## src/rtl/lcd_pkg.sv

```systemverilog
`default_nettype none
// ============================================================================
//  Module     : lcd_pkg
//  Description: Shared types, HD44780 command bytes and helpers for the LCD
//               bus arbiter.
//  Revision   : 1.0 - initial release
// ============================================================================
package lcd_pkg;

  // Bus sequencer states
  typedef enum logic [2:0] {
    S_IDLE   = 3'd0,
    S_HI_SET = 3'd1,
    S_HI_CLR = 3'd2,
    S_LO_SET = 3'd3,
    S_LO_CLR = 3'd4,
    S_WAIT   = 3'd5
  } lcd_state_e;

  // HD44780 command bytes
  localparam logic [7:0] c_CMD_CLEAR   = 8'h01;
  localparam logic [7:0] c_CMD_HOME    = 8'h02;
  localparam logic [7:0] c_CMD_FUNCSET = 8'h28;
  localparam logic [7:0] c_CMD_DISPCTL = 8'h0C;
  localparam logic [7:0] c_CMD_ENTRY   = 8'h06;
  localparam logic [7:0] c_CMD_DDRAM   = 8'h80;

  // Clear and home are the only commands with the long execution time:
  // they are command writes whose upper six bits are all zero.
  function automatic logic is_long_cmd(input logic i_rs, input logic [7:0] i_byte);
    return (!i_rs) && ((i_byte & 8'hFC) == 8'h00);
  endfunction

endpackage
`default_nettype wire

```

## src/rtl/lcd_rr_arbiter.sv

```systemverilog
`default_nettype none
// ============================================================================
//  Module     : lcd_rr_arbiter
//  Description: Combinational round-robin picker. Grants the first eligible
//               index at or after the pointer, wrapping modulo NUM_REQ.
//  Revision   : 1.0 - initial release
// ============================================================================
module lcd_rr_arbiter #(
  parameter int NUM_REQ = 2,
  parameter int PTR_W   = 1
) (
  input  logic [NUM_REQ-1:0] i_elig,
  input  logic [PTR_W-1:0]   i_ptr,
  output logic [NUM_REQ-1:0] o_grant
);

  localparam logic [PTR_W:0] c_NUM = (PTR_W+1)'(NUM_REQ);

  logic [PTR_W:0] w_ptr;
  logic [PTR_W:0] w_dist [NUM_REQ];
  logic [PTR_W:0] w_best;
  logic           w_found;

  assign w_ptr = {1'b0, i_ptr};

  // Distance of each requester from the pointer, going forward with wrap
  always_comb begin
    for (int i = 0; i < NUM_REQ; i++) begin
      if ((PTR_W+1)'(i) >= w_ptr) begin
        w_dist[i] = (PTR_W+1)'(i) - w_ptr;
      end else begin
        w_dist[i] = (PTR_W+1)'(i) + c_NUM - w_ptr;
      end
    end
  end

  // Smallest distance among eligible requesters
  always_comb begin
    w_best  = '0;
    w_found = 1'b0;
    for (int i = 0; i < NUM_REQ; i++) begin
      if (i_elig[i] && (!w_found || (w_dist[i] < w_best))) begin
        w_best  = w_dist[i];
        w_found = 1'b1;
      end
    end
  end

  // Distances are unique, so exactly one eligible index matches the best one
  always_comb begin
    o_grant = '0;
    for (int i = 0; i < NUM_REQ; i++) begin
      o_grant[i] = w_found && i_elig[i] && (w_dist[i] == w_best);
    end
  end

endmodule
`default_nettype wire

```

## src/rtl/lcd_bus_arbiter.sv

```systemverilog
`default_nettype none
// ============================================================================
//  Module     : lcd_bus_arbiter
//  Description: Shares one HD44780 4-bit bus between NUM_REQ requesters.
//               Round-robin grant, nibble serialisation with en pulses,
//               per-command settle time and an optional bus lock.
//  Revision   : 1.0 - initial release
// ============================================================================
module lcd_bus_arbiter
  import lcd_pkg::*;
#(
  parameter int NUM_REQ     = 2,
  parameter int SHORT_WAIT  = 0,
  parameter int LONG_WAIT   = 2,
  parameter int NIBBLE_WAIT = 5,
  parameter int WAIT_W      = 4
) (
  input  logic                 clk,
  input  logic                 reset_n,
  input  logic [NUM_REQ-1:0]   req_valid,
  output logic [NUM_REQ-1:0]   req_ready,
  input  logic [8*NUM_REQ-1:0] req_data,
  input  logic [NUM_REQ-1:0]   req_rs,
  input  logic [NUM_REQ-1:0]   req_nibble,
  input  logic [NUM_REQ-1:0]   req_lock,
  output logic                 en,
  output logic                 rs,
  output logic [3:0]           data,
  output logic                 busy
);

  localparam int PTR_W = (NUM_REQ > 2) ? 2 : 1;

  localparam logic [WAIT_W-1:0] c_SHORT_WAIT  = WAIT_W'(SHORT_WAIT);
  localparam logic [WAIT_W-1:0] c_LONG_WAIT   = WAIT_W'(LONG_WAIT);
  localparam logic [WAIT_W-1:0] c_NIBBLE_WAIT = WAIT_W'(NIBBLE_WAIT);

  lcd_state_e        r_state;
  logic [PTR_W-1:0]  r_ptr;
  logic              r_locked;
  logic [PTR_W-1:0]  r_owner;
  logic [WAIT_W-1:0] r_wait_cnt;
  logic [WAIT_W-1:0] r_wait_val;
  logic              r_nib;
  logic [3:0]        r_lo;
  logic              r_en;
  logic              r_rs;
  logic [3:0]        r_data;

  logic [NUM_REQ-1:0] w_owner_oh;
  logic [NUM_REQ-1:0] w_elig;
  logic [NUM_REQ-1:0] w_grant;
  logic [PTR_W-1:0]   w_gidx;
  logic [PTR_W-1:0]   w_next_ptr;
  logic [7:0]         w_sel_byte;
  logic               w_sel_rs;
  logic               w_sel_nib;
  logic               w_sel_lock;
  logic [WAIT_W-1:0]  w_sel_wait;
  logic               w_accept;

  // One-hot mask of the lock owner
  always_comb begin
    w_owner_oh = '0;
    for (int i = 0; i < NUM_REQ; i++) begin
      w_owner_oh[i] = (r_owner == PTR_W'(i));
    end
  end

  // While locked only the owner may compete, even if it is not requesting
  assign w_elig = r_locked ? (req_valid & w_owner_oh) : req_valid;

  lcd_rr_arbiter #(
    .NUM_REQ (NUM_REQ),
    .PTR_W   (PTR_W)
  ) u_rr (
    .i_elig  (w_elig),
    .i_ptr   (r_ptr),
    .o_grant (w_grant)
  );

  // Mux the winning requester's transfer fields out of the flat buses
  always_comb begin
    w_sel_byte = '0;
    w_sel_rs   = 1'b0;
    w_sel_nib  = 1'b0;
    w_sel_lock = 1'b0;
    w_gidx     = '0;
    for (int i = 0; i < NUM_REQ; i++) begin
      if (w_grant[i]) begin
        w_sel_byte = w_sel_byte | req_data[8*i +: 8];
        w_sel_rs   = w_sel_rs   | req_rs[i];
        w_sel_nib  = w_sel_nib  | req_nibble[i];
        w_sel_lock = w_sel_lock | req_lock[i];
        w_gidx     = w_gidx     | PTR_W'(i);
      end
    end
  end

  // Settle time the accepted transfer will need after its last en pulse
  always_comb begin
    if (w_sel_nib) begin
      w_sel_wait = c_NIBBLE_WAIT;
    end else if (is_long_cmd(w_sel_rs, w_sel_byte)) begin
      w_sel_wait = c_LONG_WAIT;
    end else begin
      w_sel_wait = c_SHORT_WAIT;
    end
  end

  assign w_next_ptr = (w_gidx == PTR_W'(NUM_REQ - 1)) ? '0 : (w_gidx + PTR_W'(1));
  assign w_accept   = (r_state == S_IDLE) && (|w_grant);

  // Ready is only offered in IDLE and is suppressed while reset is asserted
  assign req_ready = ((r_state == S_IDLE) && reset_n) ? w_grant : '0;

  // Bus sequencer: accept, two nibbles (or one), then the settle wait
  always_ff @(posedge clk or negedge reset_n) begin
    if (!reset_n) begin
      r_state    <= S_IDLE;
      r_ptr      <= '0;
      r_locked   <= 1'b0;
      r_owner    <= '0;
      r_wait_cnt <= '0;
      r_wait_val <= '0;
      r_nib      <= 1'b0;
      r_lo       <= '0;
      r_en       <= 1'b0;
      r_rs       <= 1'b0;
      r_data     <= '0;
    end else begin
      case (r_state)
        S_IDLE: begin
          if (w_accept) begin
            r_lo       <= w_sel_byte[3:0];
            r_nib      <= w_sel_nib;
            r_wait_val <= w_sel_wait;
            r_rs       <= w_sel_rs;
            r_data     <= w_sel_byte[7:4];
            r_en       <= 1'b1;
            r_ptr      <= w_next_ptr;
            r_locked   <= w_sel_lock;
            r_owner    <= w_sel_lock ? w_gidx : '0;
            r_state    <= S_HI_SET;
          end
        end
        S_HI_SET: begin
          r_en    <= 1'b0;
          r_state <= S_HI_CLR;
        end
        S_HI_CLR: begin
          if (r_nib) begin
            r_wait_cnt <= r_wait_val;
            r_state    <= (r_wait_val == '0) ? S_IDLE : S_WAIT;
          end else begin
            r_en    <= 1'b1;
            r_data  <= r_lo;
            r_state <= S_LO_SET;
          end
        end
        S_LO_SET: begin
          r_en    <= 1'b0;
          r_state <= S_LO_CLR;
        end
        S_LO_CLR: begin
          r_wait_cnt <= r_wait_val;
          r_state    <= (r_wait_val == '0) ? S_IDLE : S_WAIT;
        end
        S_WAIT: begin
          if (r_wait_cnt <= WAIT_W'(1)) begin
            r_wait_cnt <= '0;
            r_state    <= S_IDLE;
          end else begin
            r_wait_cnt <= r_wait_cnt - WAIT_W'(1);
          end
        end
        default: begin
          r_en    <= 1'b0;
          r_state <= S_IDLE;
        end
      endcase
    end
  end

  assign en   = r_en;
  assign rs   = r_rs;
  assign data = r_data;
  assign busy = (r_state != S_IDLE);

endmodule
`default_nettype wire
```

## config.mk

```make
export PLATFORM = sky130hd
export DESIGN_NAME = lcd_bus_arbiter
export DESIGN_NICKNAME = d
export VERILOG_FILES = /design/src/rtl/lcd_pkg.sv /design/src/rtl/lcd_rr_arbiter.sv /design/src/rtl/lcd_bus_arbiter.sv
export SDC_FILE = /design/constraint.sdc
export NUM_CORES = 1
export LEC_CHECK = 0
export CAP_MARGIN = 30
export CELL_PAD_IN_SITES_DETAIL_PLACEMENT = 1
export CELL_PAD_IN_SITES_GLOBAL_PLACEMENT = 2
export CORE_MARGIN = 1.5
export CORE_UTILIZATION = 29
export CTS_CLUSTER_SIZE = 40
export DETAILED_ROUTE_END_ITERATION = 7
export PLACE_DENSITY = 0.78
export SKIP_LAST_GASP = 1
export SYNTH_ARGS = -nofsm -noshare
export SYNTH_HDL_FRONTEND = slang
export SYNTH_SLANG_ARGS = --single-unit
export TNS_END_PERCENT = 50
```

## constraint.sdc

```tcl
create_clock -name clk -period 2.7 [get_ports clk]
set_input_delay 0.81 -clock clk [delete_from_list [all_inputs] [get_ports clk]]
set_output_delay 0.81 -clock clk [all_outputs]
set_load 0.02 [all_outputs]
```

== Word-level counts from Yosys, hierarchy flattened ==
Cells that the tools add are included.

* $add $sub $neg: 6
* Order comparisons: 4
* Equality and inequality tests: 11
* Multiplexer cells: 35
* Bitwise operators: 7
* Reductions and logical operators: 24

{| class="wikitable"
|+ Operator list
! cell !! number
|-
| $pmux 3 s6 || 1
|-
| $mux 4 || 4
|-
| $mux 8 || 2
|-
| $mux 3 || 5
|-
| $mux 2 || 7
|-
| $mux 1 || 13
|-
| $pmux 4 s3 || 1
|-
| $logic_and 1x1->1 || 8
|-
| $logic_not 8->1 || 1
|-
| $ne 2x2->1 const B || 4
|-
| $or 8x8->8 || 1
|-
| $pmux 4 s2 || 1
|-
| $eq 3x2->1 const B || 2
|-
| $eq 3x3->1 const B || 2
|-
| $reduce_and 2->1 || 3
|-
| $reduce_and 3->1 || 2
|-
| $reduce_bool 3->1 || 2
|-
| $eq 2x2->1 || 2
|-
| $le 4x1->1 const B || 1
|-
| $logic_not 4->1 || 1
|-
| $reduce_or 2->1 || 2
|-
| $sub 1x1->2 const A || 2
|-
| $sub 2x1->2 const A || 2
|-
| $sub 4x1->4 const B || 1
|-
| 12 further kinds || 17
|}

* Bits in registers: 25
* Input port bits: 26
* Output and inout port bits: 9
* Word-level logic and storage cells: 98

== Depth between registers and ports, before layout ==
* Depth after elaboration: 17
* Depth in mapped cells: 6
* Gate-level depth less buffers: 6

== Modules after synthesis ==
A second synthesis with hierarchy kept.

* Cells, all modules: 128
* Area, all modules: 1286.2 µm²

{| class="wikitable"
|+ By module, submodules not included
! module !! instances !! cells each !! area each (µm²) !! sequential area each (µm²)
|-
| lcd_bus_arbiter || 1 || 125 || 1267.5 || 550.5
|-
| lcd_rr_arbiter || 1 || 3 || 18.8 || 0.0
|}

== Worst setup path after synthesis ==
Ideal clock, no wire load.

* Path kind: in2out
* Start point: in req_valid[0]
* End point: out req_ready[1]
* Arrival time: 1.689 ns
* Required time: 1.890 ns
* Setup slack: 0.201 ns
* Stages: 4
* Path buffers: 1
* Cells stage by stage: or3b_1 > o211a_2 > buf_6 > and3_2

* Longest elaborated chain between the ends: 10
* Elaborated cells on any way between the ends: 14
* Classes of those cells: order compare: 1; eq/ne: 1; mux: 6; bitwise: 1; reduce/logical: 5

{| class="wikitable"
|+ RTL lines
! element !! RTL line !! text
|-
| from (decl) || lcd_bus_arbiter.sv:20 || <nowiki>input logic [NUM_REQ-1:0] req_valid,</nowiki>
|-
| $and 2x2->2 || lcd_bus_arbiter.sv:71 || <nowiki>assign w_elig = r_locked ? (req_valid & w_owner_oh) : req_valid;</nowiki>
|-
| $mux 2 (*) || lcd_bus_arbiter.sv:71 ||
|-
| $mux 2 or $mux 1 (tied branches) || lcd_rr_arbiter.sv:42 || <nowiki>if (i_elig[i] && (!w_found || (w_dist[i] < w_best))) begin</nowiki>
|-
| $lt 2x2->1 or $logic_not 1->1 (tied branches) || lcd_rr_arbiter.sv:42 ||
|-
| $logic_or 1x1->1 || lcd_rr_arbiter.sv:42 ||
|-
| $logic_and 1x1->1 || lcd_rr_arbiter.sv:42 ||
|-
| $mux 2 or $mux 1 (tied branches) || lcd_rr_arbiter.sv:42 ||
|-
| $eq 2x2->1 or $logic_and 1x1->1 (tied branches) || lcd_rr_arbiter.sv:53 || <nowiki>o_grant[i] = w_found && i_elig[i] && (w_dist[i] == w_best);</nowiki>
|-
| $logic_and 1x1->1 (*) || lcd_rr_arbiter.sv:53 ||
|-
| $mux 2 (*) || lcd_bus_arbiter.sv:115 || <nowiki>assign req_ready = ((r_state == S_IDLE) && reset_n) ? w_grant : '0;</nowiki>
|-
| to (decl) || lcd_bus_arbiter.sv:21 || <nowiki>output logic [NUM_REQ-1:0] req_ready,</nowiki>
|}

Every way passes the cells marked *; elsewhere a longest branch is shown, timed or not.

== Final worst setup path ==
* Start point: in req_valid[1]
* End point: out req_ready[0]

* Longest elaborated chain between the ends: 7
* Elaborated cells on any way between the ends: 9
* Classes of those cells: eq/ne: 1; mux: 4; bitwise: 1; reduce/logical: 3

{| class="wikitable"
|+ RTL lines
! element !! RTL line
|-
| $and 2x2->2 || lcd_bus_arbiter.sv:71
|-
| $mux 2 (*) || lcd_bus_arbiter.sv:71
|-
| $logic_and 1x1->1 (*) || lcd_rr_arbiter.sv:42
|-
| $mux 2 or $mux 1 (tied branches) || lcd_rr_arbiter.sv:42
|-
| $eq 2x2->1 or $logic_and 1x1->1 (tied branches) || lcd_rr_arbiter.sv:53
|-
| $logic_and 1x1->1 (*) || lcd_rr_arbiter.sv:53
|-
| $mux 2 (*) || lcd_bus_arbiter.sv:115
|}

Marked as above.

==> flow_summary.toml <==
[outcome]
status = "finished clean"

[final_layout]
mostFrequentLayoutCells = "clkdlybuf4s50_1 (31), dfrtp_1 (22), nand2_1 (15), buf_4 (14), o21ai_0 (13)"
final_common_cell = "clkdlybuf4s50_1"
layout.nets = 204
diodes = 0
fillers = 502
drive_gt1_share_pct = 19.5
areaGrowthSynthToFinish_pct = 37.5

[die]
coreArea_mm2 = 0.00438
die_h_um = 70.5
rows = 24
die_w_um = 70.5
dieArea_mm2 = 0.00497
initial_core_util_pct = 30.1
io_pins = 35

[cts]
cts-root-buf = "clkbuf_8"
hold_buffers = 0
cts_tree = "built"
cts_max_path_buffers = 2
cts_sinks = 22
cts-htree-levels = 1
cts_setup_buffers = 0
clkSlewWorstSetupHoldPaths_ns = 0.08
numCtsBuffers = 3
insertion_delay_ns = 0.26

[worst_setup_path]
cp-end-kind = "primary output"
critical_path_buf_inv_count = 3
max_stage_delay_ns = 0.43
crit_chain = "clkdlybuf4s50_1 > buf_4 > a31oi_4 > and3_1 > buf_2"
path_class = "in2out"
cp.depth = 5
crit_path_start_kind = "input port"
cp_top_family = "buffers and inverters"
crit_path_top_delay_cell = "clkdlybuf4s50_1"
arrival_ns = 1.86
r2r_slack_ns = 0.91
required_ns = 1.89
cp_max_fo = 2
reg2regPathDepth = 5

[routing]
ant_nets = 0
routed_wl_um = 3670
vias = 1205
drt_iter0_drc = 37
vias_per_cell = 5.33
drt_first_pass_iters = 4
wl_per_cell_um = 16.2
drc = 0

[timing]
rsz0062_at_grt = "yes"
setup_viol = 0
hold_viol = 0
finalSetupTns_ns = 0
fin_skew_ns = 0.00122
whs_ns = 0.497
fmax_ghz = 0.374
drv_slew = 0
fin_crit_sh_pct = 99.0
finalCriticalPeriod_ns = 2.67
worst_pin_slew_ns = 0.497
slew-limit-headroom_pct = 66.4

[min_path]
hold_depth = 2
hold_class = "reg2reg"

[pwr]
p_per_area_mw_per_mm2 = 1040
leakagePower_nw = 0.743
ir_worst_vdd_mv = 0.397
power_w = 0.00188

[placement]
hpwl_um = 3050
port_buffers = 34
place_congestion = 0.772

[yosys]
synth_cell_types = 42
synth.top_cell.area_share_pct = 41.7
ys_async_sr_fraction_pct = 100
synth_top_cell_by_area = "dfrtp_1"
ys_warn_count = 0
synth_top_flop_cell = "dfrtp_1"
syn_avg_cell_area_um2 = 10.2
ys_ff_latch = 22
netlist_instances = 129
synth_edf_count = 0
synth-seq-area-share_pct = 41.7
synth_area_leaders = "dfrtp_1 (42%), o21ai_0 (4.9%), nand2_1 (4.3%)"
synth.net_count = 157
synth_area_mm2 = 0.00132

[grt]
antenna_found_initial = 0
overflow = 0
grt_pass1_vias = 1339
grt_max_degree = 19
grt_pass1_wl_um = 6350
track_usage_pct = 15.7

[run]
maxCapViolCount = 0
metrics by stage:
stage | util (%) | area [µm²] | instances | worst slack (ns)
5_1_grt | 41.4 | 1820 | 226 | -0.0123
2_1_floorplan | - | 1320 | 129 | 0.201
3_5_place_dp | 40.8 | 1790 | 223 | -0.712
3_3_place_gp | 40.8 | 1790 | 223 | -0.614
6_report | 41.4 | 1820 | 226 | 0.0266
4_1_cts | 41.5 | 1820 | 226 | -0.0657
what timing repair did:
action,in CTS,in global routing
pin swaps,0,0
endpoints found under the setup margin,2,2
resized for setup,9,2
path summary, 6_finish.rpt:
kind,from,end
max,req_valid[1],req_ready[0]
min,r_lo[3],r_lo[3]
max reg2reg,r_locked,data[3]
min reg2reg,r_lo[3],r_lo[3]
max in group asynchronous,reset_n,en
min in group asynchronous,reset_n,r_owner
flip-flops by register name, summed over array words and instances (netlist names):
signal and cells:
r_locked 1, rs 1, r_state 3, r_lo 4, en 1, r_wait_cnt 4
r_wait_val 2, r_ptr 1, data 4, r_owner 1
power breakdown:
group | internal (W) | leakage [nW] | switching, W | total (W)
sequential | 0.000477 | 0.276 | 0.000156 | 0.000633
clock | 0.0000994 | 0.0216 | 0.000101 | 0.000200
combinational | 0.000491 | 0.446 | 0.000559 | 0.00105
total | 0.00107 | 0.743 | 0.000816 | 0.00188
tightest hold or removal path, delay by kind of cell (launching register included):
kind | cells | cell delay (ns)
flops | 1 | 0.35
compound gates | 1 | 0.06
simple gates | 1 | 0.05
final cells by class:
type / count / area, µm² / share of cell area (%)
Inverter: 6 / 22.5 / 1.24
Multi-Input combinational cell: 95 / 707 / 38.9
Clock buffer: 3 / 41.3 / 2.27
Tap cell: 52 / 65.1 / 3.58
Timing Repair Buffer: 48 / 430 / 23.7
Sequential cell: 22 / 551 / 30.3
logic make-up after synthesis:
logic type	share of synthesized area (%)
AOI/OAI and AO/OA	33.5
and+or+nand+nor	16.7
DFF	41.7
buffers and inverters	4.83
adders and majority gates	1.89
xor gates and xnor gates	0.663
muxes	0.758
metal layers:
metal / global-route usage [%] / up-vias / part of all wire, %
met1: 20.9 / 600 / 46
met5: 0 / - / 0
met3: 2.16 / 2 / 3.2
li1: - / 578 / -
met2: 27.4 / 25 / 51
met4: 3.21 / 0 / 0.46
cell usage after synthesis, types with 2 or more instances:
master,number
nor2_1,7
a221oi_1,5
nor3_1,2
nor4_1,4
a21oi_1,3
inv_1,6
nand2_1,15
or3b_1,2
dfrtp_1,22
a22oi_1,6
o211ai_1,5
a221oi_2,2
buf_2,3
ha_1,2
buf_4,2
o2bb2ai_1,4
o21ai_0,13
a2bb2oi_1,2
Power figures use the tool's default switching activity.
